## src/rtl/result_demux_unit_pkg.sv

```systemverilog
`default_nettype none
// +----------------------------------------------------------------------+
// | Module      : result_demux_unit_pkg                                  |
// | Description : Shared encodings for the Montgomery write-back demux:  |
// |               destination codes, FSM states, commit-count ceiling.   |
// | Revision    : 1.0 - initial release                                  |
// +----------------------------------------------------------------------+
package result_demux_unit_pkg;

  // Destination select carried alongside each multiplier result
  typedef enum logic [1:0] {
    DEST_A    = 2'b00,
    DEST_B    = 2'b01,
    DEST_AB   = 2'b10,
    DEST_NONE = 2'b11
  } dest_e;

  // Write-back FSM: accept a result in IDLE, commit it in WRITE
  typedef enum logic [0:0] {
    IDLE  = 1'b0,
    WRITE = 1'b1
  } state_e;

  // Ceiling of the saturating commit counter
  localparam logic [7:0] WB_CNT_MAX = 8'd255;

  // True when a destination code updates operand A
  function automatic logic dest_hits_a(input dest_e d);
    return (d == DEST_A) || (d == DEST_AB);
  endfunction

  // True when a destination code updates operand B
  function automatic logic dest_hits_b(input dest_e d);
    return (d == DEST_B) || (d == DEST_AB);
  endfunction

endpackage : result_demux_unit_pkg
`default_nettype wire

```

## src/rtl/result_demux_unit.sv

```systemverilog
`default_nettype none
// +----------------------------------------------------------------------+
// | Module      : result_demux_unit                                      |
// | Description : Write-back end of the Montgomery multiplier. Holds one |
// |               finished product and commits it into operand register  |
// |               A, B, both or nowhere, one result every two cycles.    |
// |               Also provides a direct preload path, per-operand valid |
// |               flags and a saturating commit counter.                 |
// | Revision    : 1.0 - initial release                                  |
// +----------------------------------------------------------------------+
module result_demux_unit
  import result_demux_unit_pkg::*;
#(
  parameter int WIDTH = 4
) (
  input  logic             clk,
  input  logic             rst,
  input  logic [WIDTH-1:0] res_i,
  input  logic [1:0]       res_dest_i,
  input  logic             res_valid_i,
  output logic             res_ready_o,
  input  logic             ld_en_i,
  input  logic [WIDTH-1:0] ld_a_i,
  input  logic [WIDTH-1:0] ld_b_i,
  input  logic             clr_a_i,
  input  logic             clr_b_i,
  output logic [WIDTH-1:0] a_out_o,
  output logic [WIDTH-1:0] b_out_o,
  output logic             a_valid_o,
  output logic             b_valid_o,
  output logic             done_o,
  output logic             busy_o,
  output logic [7:0]       wb_count_o
);

  state_e           state_q;
  logic [WIDTH-1:0] hold_res_q;
  dest_e            hold_dest_q;
  logic [WIDTH-1:0] a_q;
  logic [WIDTH-1:0] b_q;
  logic             a_valid_q;
  logic             b_valid_q;
  logic             done_q;
  logic             busy_q;
  logic [7:0]       wb_count_q;

  logic             commit_d;
  logic             load_d;
  logic             accept_d;
  logic             wr_a_d;
  logic             wr_b_d;
  logic [WIDTH-1:0] a_d;
  logic [WIDTH-1:0] b_d;
  logic             a_valid_d;
  logic             b_valid_d;
  logic [7:0]       wb_count_d;

  // Ready depends only on state and preload request; preload wins in IDLE
  assign res_ready_o = (state_q == IDLE) && !ld_en_i;

  // Next values for operand registers, flags and counter (set beats clear)
  always_comb begin
    commit_d   = (state_q == WRITE);
    load_d     = (state_q == IDLE) && ld_en_i;
    accept_d   = res_valid_i && res_ready_o;
    wr_a_d     = load_d || (commit_d && dest_hits_a(hold_dest_q));
    wr_b_d     = load_d || (commit_d && dest_hits_b(hold_dest_q));
    a_d        = load_d ? ld_a_i : hold_res_q;
    b_d        = load_d ? ld_b_i : hold_res_q;
    a_valid_d  = wr_a_d ? 1'b1 : (clr_a_i ? 1'b0 : a_valid_q);
    b_valid_d  = wr_b_d ? 1'b1 : (clr_b_i ? 1'b0 : b_valid_q);
    wb_count_d = wb_count_q;
    if (commit_d && (hold_dest_q != DEST_NONE) && (wb_count_q != WB_CNT_MAX)) begin
      wb_count_d = wb_count_q + 8'd1;
    end
  end

  // FSM with registered outputs; reset drops any held result
  always_ff @(posedge clk) begin
    if (rst) begin
      state_q     <= IDLE;
      hold_res_q  <= '0;
      hold_dest_q <= DEST_NONE;
      a_q         <= '0;
      b_q         <= '0;
      a_valid_q   <= 1'b0;
      b_valid_q   <= 1'b0;
      done_q      <= 1'b0;
      busy_q      <= 1'b0;
      wb_count_q  <= 8'd0;
    end else begin
      a_valid_q  <= a_valid_d;
      b_valid_q  <= b_valid_d;
      wb_count_q <= wb_count_d;
      if (wr_a_d) a_q <= a_d;
      if (wr_b_d) b_q <= b_d;
      case (state_q)
        IDLE: begin
          done_q <= 1'b0;
          if (accept_d) begin
            hold_res_q  <= res_i;
            hold_dest_q <= dest_e'(res_dest_i);
            busy_q      <= 1'b1;
            state_q     <= WRITE;
          end
        end
        WRITE: begin
          done_q  <= 1'b1;
          busy_q  <= 1'b0;
          state_q <= IDLE;
        end
        default: begin
          done_q  <= 1'b0;
          busy_q  <= 1'b0;
          state_q <= IDLE;
        end
      endcase
    end
  end

  assign a_out_o    = a_q;
  assign b_out_o    = b_q;
  assign a_valid_o  = a_valid_q;
  assign b_valid_o  = b_valid_q;
  assign done_o     = done_q;
  assign busy_o     = busy_q;
  assign wb_count_o = wb_count_q;

endmodule : result_demux_unit
`default_nettype wire

```

## config.mk

```make
export PLATFORM = sky130hd
export DESIGN_NAME = result_demux_unit
export DESIGN_NICKNAME = d
export VERILOG_FILES = /design/src/rtl/result_demux_unit_pkg.sv /design/src/rtl/result_demux_unit.sv
export SDC_FILE = /design/constraint.sdc
export NUM_CORES = 1
export LEC_CHECK = 0
export BUFFER_PORTS_ARGS = -buffer_cell sky130_fd_sc_hd__buf_2
export CAP_MARGIN = 20
export CORE_MARGIN = 2
export CORE_UTILIZATION = 40
export DETAILED_ROUTE_END_ITERATION = 7
export PLACE_DENSITY = 0.71
export RECOVER_POWER = 25
export SYNTH_ARGS = -nofsm -noshare
export SYNTH_HDL_FRONTEND = slang
export SYNTH_SLANG_ARGS = --single-unit
```

## constraint.sdc

```tcl
create_clock -name clk -period 1.4 [get_ports clk]
set_input_delay 0.28 -clock clk [delete_from_list [all_inputs] [get_ports clk]]
set_output_delay 0.28 -clock clk [all_outputs]
set_load 0.02 [all_outputs]
```

=== After elaboration in Yosys (flattened, before gate mapping) ===
Cells that the tools add are included.

* Bits in registers: 27
* Input bits: 20
* Output and inout bits: 21

* Add/subtract/negate cells: 1
* Eq/ne operators: 5
* Mux-type cells: 11
* Bitwise logic cells: 1
* Reductions and logical operators: 16

{| class="wikitable"
|+ Operator list
! operator !! count
|-
| adder 8 x 1 -> 8 bit (second input constant) || 1
|-
| two-way mux 4 bit || 2
|-
| inequality test 8 bit (second input constant) || 1
|-
| logical AND 1 bit || 7
|-
| two-way mux 1 bit || 6
|-
| case mux 1 bit (2 select lines) || 3
|-
| logical OR 1 bit || 4
|-
| inequality test 2 bit (second input constant) || 2
|-
| nonzero test 2 bit || 2
|-
| equality test 2 x 1 -> 1 bit (second input constant) || 1
|-
| equality test 2 bit (second input constant) || 1
|-
| logical NOT 2 bit || 1
|-
| AND reduction 2 bit || 1
|-
| logical NOT 1 bit || 1
|-
| NOT 1 bit || 1
|}

=== Logic depth before layout (Yosys ltp) ===
Gate-level depths: netlist (run 1).

* Depth in word-level cells: 5
* Gate-level depth with buffers: 7

=== Worst setup path after synthesis (run 1) ===
Ideal clock, no wire load.

* Path kind: reg-to-reg
* Start: register wb_count_q[1] (netlist: wb_count_o[1])
* End: register wb_count_q[1] (netlist: wb_count_o[1])
* Library setup time: 128 ps
* Arrival: 1491 ps
* Slack: -219 ps
* Stages on the path, launching flop included: 6
* Buffers on the path: 0
* Period minus slack after synthesis: 1619 ps
* Cells stage by stage: dfxtp_1 -> ha_1 -> nand4_1 -> o21ai_0 -> mux2i_1 -> nor2_1

* Cells in the longest elaborated chain, start to end: 2

{| class="wikitable"
|+ RTL lines
! what !! line !! RTL
|-
| start, declared || result_demux_unit.sv:45 || <nowiki>logic [7:0] wb_count_q;</nowiki>
|-
| start signal, assigned || result_demux_unit.sv:94 || <nowiki>wb_count_q <= wb_count_d;</nowiki>
|-
| parallel branches: the longest is 2 deep, another holds adder 8 x 1 -> 8 bit || -- ||
|}

Several ways; the timed one is not identified.
A chain may end at the register's enable or synchronous reset.

=== Final worst setup path (run 1) ===
* Start: register hold_dest_q[1]
* End: register wb_count_q[5] (netlist: wb_count_o[5])

* Cells in the longest elaborated chain, start to end: 3

{| class="wikitable"
|+ RTL lines
! what !! line !! RTL
|-
| start, declared || result_demux_unit.sv:38 || <nowiki>dest_e hold_dest_q;</nowiki>
|-
| start signal, assigned || result_demux_unit.sv:102 || <nowiki>hold_dest_q <= dest_e'(res_dest_i);</nowiki>
|-
| inequality test 2 bit || result_demux_unit.sv:73 || <nowiki>if (commit_d && (hold_dest_q != DEST_NONE) && (wb_count_q != WB_CNT_MAX)) begin</nowiki>
|-
| logical AND 1 bit (2 in series) || result_demux_unit.sv:73 ||
|}

Every way passes these cells.

==> results.txt, run 1 <==
The area enclosed by the die boundary is 3370 µm². The number of vias in the routed layout is 1028. The multiplexer share of the synthesized area came out at 12.0%. The count of pins over their slew limit is 0. The number of global-route vias before repair is 967. The flip-flop and latch count after synthesis is 27. The maximum number of buffers from clock root to sink came out at 2. The accumulated negative setup slack came out at -34.6 ps.

STA classifies the critical path startpoint as a register. Dividing the final minimum period by the clock period gives 102%. The number of buffer cells added on primary ports is 40.

For the pin with the worst max-slew slack, the measured transition is 501 ps. The post-route DRC violation count is 0. The first global-routing pass estimated 4.24 mm of wire. The starting utilization of the core area came out at 42.4%. Clock tree synthesis selected as its root buffer the cell clkbuf_4. The die boundary height is 58.1 µm.

The overall global routing resource usage came out at 15.9%. The vias per cell is 5.24. The post-detailed-routing wire length is 2.64 mm.

The maximum VDD drop came out at 634 µV. The final reports fail on negative setup slack. Summed over all instances, the cell type with the most area after synthesis is dfxtp_1.

The TritonCTS sink count came out at 27. The area growth from synthesis to layout came out at 26.5%. In this run the tightest slew margin relative to its limit is 66.6%. By area the synthesized netlist is led by dfxtp_1 46%, mux2i_1 12%, nor2_1 6.7%. The later-pin clock latency in the skew report is 320 ps. The die is 58.1 µm wide.

The library cell used most frequently in the layout, excluding fill and tap cells, is buf_2. The clock-pin slew on the worst setup and hold paths is 140 ps. The final-report setup violation count is 1.

The number of inserted diodes came out at 0. The area of the placeable core came out at 2760 µm². Pin placement for this block handled 41 I/O pins. In the final routed layout, each cell accounts on average for 13.5 µm.

The cell area that synthesis handed to floorplanning was 1170 µm². Static timing analysis puts the maximum clock frequency at 697 MHz. The required time of the worst setup path is 1650 ps.

Entering global routing, the biggest net connects 28 pins. The worst-case setup margin in the final layout is -34.6 ps. The total of max-cap violations came out at 0.

The largest family of logic cells by synthesized area is compound AO/OA/AOI/OAI gates. In the layout the commonest cells are 36 x buf_2, 22 x dfxtp_1, 20 x nor2_1, 14 x mux2i_1, 8 x a211oi_1. The design area is 1480 µm². Of the post-synthesis cell area, the dominant cell type holds 46.2%. The length of the first detailed-routing pass in iterations came out at 4. The global placement routability congestion is 0.848. The count of antenna-violating nets left after detailed routing is 0.

The count of endpoints failing hold in the final timing report is 0. The arrival time at the worst endpoint came out at 1690 ps. The tightest min-delay check is of the in -> reg type. The iteration-0 DRC count of the detailed router is 27.

The number of nets in the layout is 190. Counting every net in the synthesized netlist gives 146. The minimum period implied by the final worst setup slack came out at 1430 ps. Cells with a size suffix above 1 make up 35.8% of the layout. The share of the yosys chip area belonging to registers came out at 46.2%.

The clock skew came out at 8.62 ps. The cell area reported after detailed placement is 1410 µm². The kind of end point of the critical path is a register.

The post-synthesis simple-gate area fraction is 15.4%. The fraction of the mapped netlist area in compound gates came out at 16.5%. The count of yosys warnings during synthesis is 0. TritonCTS built the clock tree. The total of hold buffers inserted after clock tree synthesis is 0. The worst setup path is of the reg -> reg kind. The maximum fanout count along the critical path is 3. The number of antenna violations at the first check in global routing came out at 0.

The total power is 0.00139 W. The mean instance size in the synthesized netlist came out at 9.59 µm². Row generation in the floorplan step produced 19 rows. The power density over cell area came out at 942 nW/µm².

Summed over all layers, the global routing overflow is 0. After Yosys synthesis, full adders, half adders and majority gates account for 4.28% of the synthesized area. In this run the number of H-tree levels came out at 1. The count of filler cells inserted in the layout is 271. The number of buffers created by CTS is 3. The total half-perimeter wirelength after legalization and detailed placement is 2.03 mm. The run finished, with violations left.

Synthesis produced a netlist whose cell count is 122. The count of distinct cell types in the synthesized netlist came out at 31. After Yosys synthesis, XOR and XNOR cells account for 1.50% of the synthesized area. The cell leakage power came out at 0.728 nW. Setup repair after global routing could not meet its margin everywhere.
-- state kept, by name, indices dropped and copies added, names as in the netlist --
| signal | count |
|---|---|
| a_out_o | 4 |
| a_valid_o | 1 |
| b_out_o | 4 |
| b_valid_o | 1 |
| busy_o | 1 |
| commit_d | 1 |
| done_o | 1 |
| hold_dest_q | 2 |
| hold_res_q | 4 |
| wb_count_o | 8 |
-- cell usage after synthesis --
master,instances
clkbuf_1,3
dfxtp_1,27
nand2_1,3
and4b_1,1
nand4_1,2
a311o_1,2
nand3_1,2
or3_1,1
nor3_1,1
a311oi_1,1
inv_1,4
and2b_1,1
a211oi_1,8
nor2_1,21
o211ai_2,1
nor2b_1,2
ha_1,4
a21o_1,1
nor2_2,1
a21oi_1,7
nand2b_1,1
a31oi_1,1
a21oi_2,1
buf_4,3
xor2_1,2
and3_1,1
o21ai_0,3
nand3b_1,1
a41oi_1,1
a41o_1,1
mux2i_1,14
-- path summary, 6_finish.rpt --
path	end	slack, ps	startpoint	cells after the start
min	hold_res_q[2]	200	res_i[2]	3
min reg2reg	busy_o	490	busy_o	2
max	wb_count_o[5]	-30	hold_dest_q[1]	5
max reg2reg	wb_count_o[5]	-30	hold_dest_q[1]	5
-- critical path, cell delays in order, from the launching register on --
cell      delay (ps)
dfxtp_2          370
ha_4             150
and4b_1          300
o211ai_2         120
or3_1            320
a21oi_1          120
-- cell type report --
type                            count  area (µm²)  share of cell area [%]
Clock buffer                        3        22.5                    1.52
Timing Repair Buffer               45         233                    15.7
Tap cell                           31        38.8                    2.62
Inverter                            4        15.0                    1.01
Clock inverter                      1        5.00                   0.338
Multi-Input combinational cell     85         619                    41.8
Sequential cell                    27         547                    36.9
-- logic make-up (layout without fill, tap and decap cells) --
kind of cell,Yosys count,after routing
simple gates,38,38
compound gates,27,27
flops,27,27
mux,14,14
buf+inv,10,53
fa+ha+maj,4,4
xor+xnor,2,2
-- report_power, final --
part	internal [W]	switching (W)
Sequential	0.000808	0.0000264
Clock	0.000107	0.000217
Combinational	0.000100	0.000135
-- repair_timing --
| action | CTS | global route |
|---|---|---|
| endpoints found under the setup margin | 8 | 13 |
| pin swaps | 3 | 2 |
| buffers inserted | 0 | 1 |
| gates resized for setup | 7 | 4 |
-- layer usage --
layer	track usage, %	part of all wire, %	wire length, µm
met2	29.9	51	1350
met3	2.68	6.1	160
met4	3.65	0.23	6
met5	0	0	0
met1	18.6	43	1120
-- stage by stage --
| stage | setup WS, ps | cells | utilization (%) | hold WS, ps |
|---|---|---|---|---|
| floorplan | 1.89 | 122 | - | 424 |
| global placement | 0.537 | 191 | 51.2 | 466 |
| detailed placement | -68.3 | 191 | 51.2 | 477 |
| CTS | -38.2 | 195 | 53.0 | 195 |
| global route | -113 | 196 | 53.7 | 190 |
| finish | -34.6 | 196 | 53.7 | 203 |
Power figures use the tool's default switching activity.
==> run 2, diff against run 1 <==
Settings changed: PLACE_DENSITY 0.71 to 0.68.
Clock period 1.4 ns to 1.37 ns, I/O delays scaled along.
==> run 2 against run 1 <==
Utilization rose by 4.5 points. Global-route usage up 0.12 points. Fmax rose by 0.20%. Largest power group unchanged. Non-clock buffer count rose by 9. Final cell count is 5.1% higher. Highest routed layer unchanged. First-iteration DRC count is 59% higher. Die area did not move. Design area up 8.4%. The flow still finishes with violations (negative setup slack). Combinational power up 8%. Hold slack worse by 53 ps. Clock power up 17%.
==> results.txt, run 2 (synthesis gave the netlist of run 1 again) <==
In the layout the commonest cells are 34 x buf_2, 21 x nor2_1, 21 x dfxtp_1, 14 x mux2i_1, 13 x buf_4. The final reports fail on negative setup slack. Net switching is 28.8% of the power. The part of the total power dissipated in sequential elements came out at 57.2%.

The clock passes through at most 2 buffers. The HPWL after detailed placement is 1.86 mm. The worst-case setup margin in the final layout is -61.8 ps. Power spread over the standard cell area amounts to 923 nW/µm². From synthesis to final layout, the design area changed by 37.1%.

VDD sags by at most 920 µV. After floorplanning, the core was sized to cover 2760 µm². The clock drives 27 sinks.

The relative max-transition margin is 67.7%. Port buffering added 40 buffers. The number of global-route vias before repair came out at 1000. The internal power is 0.00106 W. The later-pin clock latency in the skew report came out at 340 ps. In this design, the stage delay of the slowest critical-path cell is 360 ps. The worst path in the final design needs a cycle of 1430 ps, including I/O delays and setup. Setup violations remaining at the end of the flow were counted as 2. The count of endpoints failing hold in the final timing report came out at 0. The cell row count is 19.

In the final layout, the share of cells above drive strength 1 is 40.0%. The clock skew is 9.02 ps. The pre-antenna-repair detailed-routing pass consisted of 4 iterations. The overall global routing resource usage is 16.0%. In this run the count of I/O pins placed on the die edge is 41.

In this run, the combinational gates consume 17.1% of the power. The average detailed-routed wire length per instance is 13.0 µm. Setup repair after global routing could not meet its margin everywhere.

The iteration-0 DRC count of the detailed router came out at 43. TritonCTS built the clock tree. The global placement routability congestion is 0.825. The placed instance count came out at 193. The number of antenna violations at the first check in global routing is 0. The flow ran to the end, but the final reports show violations. Of all nets on the critical path, the largest fanout is 3. The clock-pin slew on the worst setup and hold paths came out at 160 ps.

The first global-routing pass estimated 4.21 mm of wire. For this block, the via count after detailed routing is 1104. The number of nets in the layout came out at 200. The fraction of the cycle the final worst path needs is 105%. The slowest stage of the critical path is the dfxtp_2 cell. The overall overflow remaining after global route came out at 0.

The number of flip-flops under the largest register name is 8. For this design the static power due to leakage is 0.782 nW. The highest clock frequency the design can meet is 698 MHz.

The horizontal extent of the die is 58.1 µm. Buffers inserted during clock tree synthesis total 3. The slew at the pin closest to its max-slew limit is 485 ps. The arrival time at the worst endpoint came out at 1710 ps.

By startpoint and endpoint, the worst setup path is classified as reg -> reg. The pin count of the biggest net entering global routing is 28. The post-route DRC violation count came out at 0. The number of levels the H-tree was split into is 1. The kind of launch point of the worst setup path is a register. In this run the remaining antenna-violating nets after routing total 0. The area enclosed by the die boundary came out at 3370 µm². For the worst setup path, the data required time is 1640 ps. The net switching component of the power is 0.000426 W. The vias per cell came out at 5.36. The commonest non-fill, non-tap cell in the layout is buf_2.

The signal on the critical path passes through ha_2 -> and4b_1 -> o211ai_2 -> or3_1 -> a21oi_1. The starting utilization of the core area is 42.4%. Setup total negative slack on the finished layout was measured at -86.1 ps. The number of antenna diodes in the final layout is 0. For this block, the routed nets add up to 2.68 mm of wire. The number of standard cells in the final layout excluding fillers is 206.

The count of pins over their slew limit is 0. The total of max-cap violations is 0. Per report_power, the clock group accounts for 25.7% of the total. The root buffer cell chosen for the clock tree is clkbuf_4. The min-delay analysis places its worst path in the category in -> reg. STA classifies the critical path endpoint as a register.

In this run the vertical extent of the chip is 58.1 µm.
[run 2: worst paths after layout]
check	startpoint	to	slack, ps	cells past startpoint
max	hold_dest_q[0]	wb_count_o[5]	-60	5
max reg2reg	hold_dest_q[0]	wb_count_o[5]	-60	5
min reg2reg	busy_o	busy_o	490	2
min	res_i[2]	hold_res_q[2]	150	3
[run 2: through the flow]
step	utilization (%)	power, W	instance area, µm²	hold WS (ps)	setup slack, ps
floorplan	-	0.00102	1180	418	5.05
global placement	52.0	0.00109	1430	464	-14.4
detailed placement	52.0	0.00110	1430	466	-88.3
CTS	53.5	0.00147	1480	142	-76.1
global route	58.2	0.00156	1600	147	-149
finish	58.2	0.00148	1600	151	-61.8
[run 2: cell type report]
cell class                 instances  area (µm²)
fill                             260        1150
multi-input combinational         86         657
sequential                        27         553
timing repair buffer              54         309
tap                               31        38.8
clock buffer                       3        22.5
inverter                           4        15.0
clock inverter                     1        8.76
[run 2: worst max-delay path: cells and delay by family, from the launching register on]
| kind | cells | cell delay [ps] |
|---|---|---|
| flops | 1 | 360 |
| simple gates | 2 | 600 |
| fa+ha+maj | 1 | 170 |
| compound gates | 2 | 240 |
[run 2: power groups by stage]
stage                     registers (W)  logic [W]  clock network, W
after floorplan                0.000896   0.000121                 0
after global placement         0.000863   0.000225                 0
after detailed placement       0.000865   0.000230                 0
after CTS                      0.000850   0.000232          0.000390
after global routing           0.000854   0.000281          0.000425
final                          0.000848   0.000253          0.000380
[run 2: what timing repair did]
item	in CTS	in global routing
buffers inserted	0	8
pin swaps	3	4
resized for setup	6	15
endpoints found under the setup margin	5	18
gates cloned	0	1
hold buffers	0	0
[run 2: layer usage]
layer	global-route usage [%]	part of all wire (%)	vias up
li1	-	-	547
met3	5.36	7.1	4
met4	5.98	0.67	0
met5	0	0	-
met2	27.9	52	40
met1	18.0	40	513
==> run 3, diff against run 2 <==
Settings changed: REMOVE_ABC_BUFFERS from default to 1.
==> run 3 against run 2 <==
The run still ends with negative setup slack left. Via count fell by 4.3%. Utilization fell by 2.0 points. Flip-flop and latch count did not move. Total power fell by 3.4%. Register-to-register slack improved by 20 ps. Largest cell class unchanged. Largest power group unchanged.
==> results.txt, run 3 (synthesis gave the netlist of run 1 again) <==
The run finished, with violations left. The checks that failed: negative setup slack. The count of boundary I/O pins is 41.

In the global route stage, overall resource usage came out at 15.5%. The count of pins over their slew limit is 0. The number of global-route vias before repair came to 970. The maximum fanout count along the critical path is 3. The starting utilization of the core area is 42.4%. The register area is 549 µm². The die covers 3370 µm².

After detailed routing, the number of vias per cell comes to 5.20. The minimum period implied by the final worst setup slack is 1410 ps. The logic gate share of total power is 16.8%. The maximum number of buffers from clock root to sink came out at 2.

The relative max-transition margin came out at 66.3%. The worst-case setup margin in the final layout is -39.8 ps. The net count of the finished layout is 197. The post-route DRC violation count is 0. The die boundary height is 58.1 µm. Routed signal wires occupy layers up through met4. The length of the first detailed-routing pass in iterations came out at 4. The total met2 wirelength after detailed routing is 1.30 mm.

The TritonCTS sink count is 27. The overall overflow remaining after global route is 0. The total power came out at 0.00143 W.

The share of total power dissipated in sequential elements is 59.3%. The cell row count is 19. Detailed routing inserted a total of 1056 vias. The first global-routing pass estimated 4.06 mm of wire. The number of antenna violations at the first check in global routing came out at 0. The clock-pin slew on the worst setup and hold paths came out at 150 ps. The multi-input combinational cells in the finished layout cover a total of 624 µm². Max-cap violations in this run came to 0. The count of endpoints failing hold in the final timing report came out at 0. The worst hold path belongs to the class in -> reg. The maximum VDD drop came out at 696 µV. The number of buffers created by CTS came out at 3. The routed metal-1 wire length came out at 1.14 mm.

The area growth from synthesis to layout is 32.3%. The number of flip-flops under the largest register name is 8. Wires add up to 2.58 mm. The power density over cell area came out at 924 nW/µm². The top cell types in the final layout, fill and taps aside, are 40 x buf_2, 22 x dfxtp_1, 21 x nor2_1, 14 x mux2i_1, 12 x buf_4. The internal power is 0.00104 W. The congestion estimate from routability-driven global placement came to 0.823.

The pin count of the biggest net entering global routing came out at 28. The net switching component of the power is 0.000392 W. Leaving out fill and tap cells, the most frequent cell in the layout is buf_2. The area of the placeable core came out at 2760 µm². The fraction of layout instances using a drive strength above 1 came out at 41.3%. The final-report setup violation count came out at 1.

The accumulated negative setup slack is -39.8 ps. The share of total power consumed by net switching is 27.4%. Of the available clock period, the critical path in the final layout requires 103%.

In this run the tool buffered the top-level ports with 40 buffer cells. The arrival time at the worst endpoint is 1670 ps. The count of nets left with antenna violations once routing finished came out at 0. Of the total power, the clock network draws 23.9%.

STA classifies the critical path endpoint as a register. The number of levels the H-tree was split into is 1. The worst setup path is launched from a register. The slew at the pin closest to its max-slew limit came out at 505 ps. STA puts the critical path data required time at 1630 ps. TritonCTS built the clock tree. Prior to clock tree synthesis, the placed netlist has a worst setup slack of -77.3 ps.

The number of inserted diodes came out at 0. The horizontal extent of the die is 58.1 µm. The HPWL after detailed placement is 1.91 mm. The met3 routed wirelength came out at 126 µm. The cell sitting at the root of the clock tree is a clkbuf_4. The cell leakage power is 0.771 nW.

The average detailed-routed wire length per instance is 12.7 µm. At the later pin of the worst-skew pair, clock insertion delay measures 320 ps. The count of filler cells inserted in the layout is 261. Based on the critical path, the design can be clocked at up to 709 MHz. The total of hold buffers inserted after clock tree synthesis came out at 0. In this run, the number of DRC markers left after iteration 0 of detailed routing was 16. Setup repair after global routing could not meet its margin everywhere.

The critical path is of the reg -> reg type. The clock arrives with 5.42 ps of skew.
[run 3: path summary, 6_finish.rpt]
kind,cells after the start,end,slack [ps],startpoint
min reg2reg,2,busy_o,480,busy_o
max reg2reg,5,wb_count_o[5],-40,hold_dest_q[0]
min,3,hold_res_q[1],180,res_i[1]
max,5,wb_count_o[5],-40,hold_dest_q[0]
[run 3: metrics by stage]
stage                     hold WS [ps]  utilization, %  std cells  area, µm²
after floorplan                    343               -        116       1140
after global placement             463            52.0        195       1440
after detailed placement           470            52.0        195       1440
after CTS                          168            54.3        201       1500
after global routing               155            56.1        203       1550
final                              180            56.1        203       1550
[run 3: critical path: stages, from the launching register on]
cell,delay [ps]
dfxtp_2,350
ha_2,170
and4b_1,270
o211ai_2,100
or3_1,330
a21oi_2,130
[run 3: layout make-up]
class | count | area share [%]
Clock buffer | 3 | 1.46
Clock inverter | 1 | 0.485
Inverter | 4 | 0.970
Multi-Input combinational cell | 85 | 40.3
Sequential cell | 27 | 35.5
Tap cell | 31 | 2.51
Timing Repair Buffer | 52 | 18.8
[run 3: power groups by stage]
stage                     Sequential [W]  Clock (W)  Combinational [W]
after floorplan                 0.000898          0           0.000101
after global placement          0.000862          0           0.000224
after detailed placement        0.000864          0           0.000230
after CTS                       0.000850   0.000364           0.000234
after global routing            0.000856   0.000401           0.000261
final                           0.000849   0.000342           0.000240
[run 3: routing by layer]
metal,track usage [%],vias up
li1,-,537
met1,18.6,490
met2,27.4,27
met3,2.23,2
met4,6.64,0
met5,0,-
[run 3: timing repair]
item	4_1_cts	5_1_grt
gates resized for setup	9	8
pin swaps	3	8
buffers inserted	2	2
setup endpoints to repair	7	16
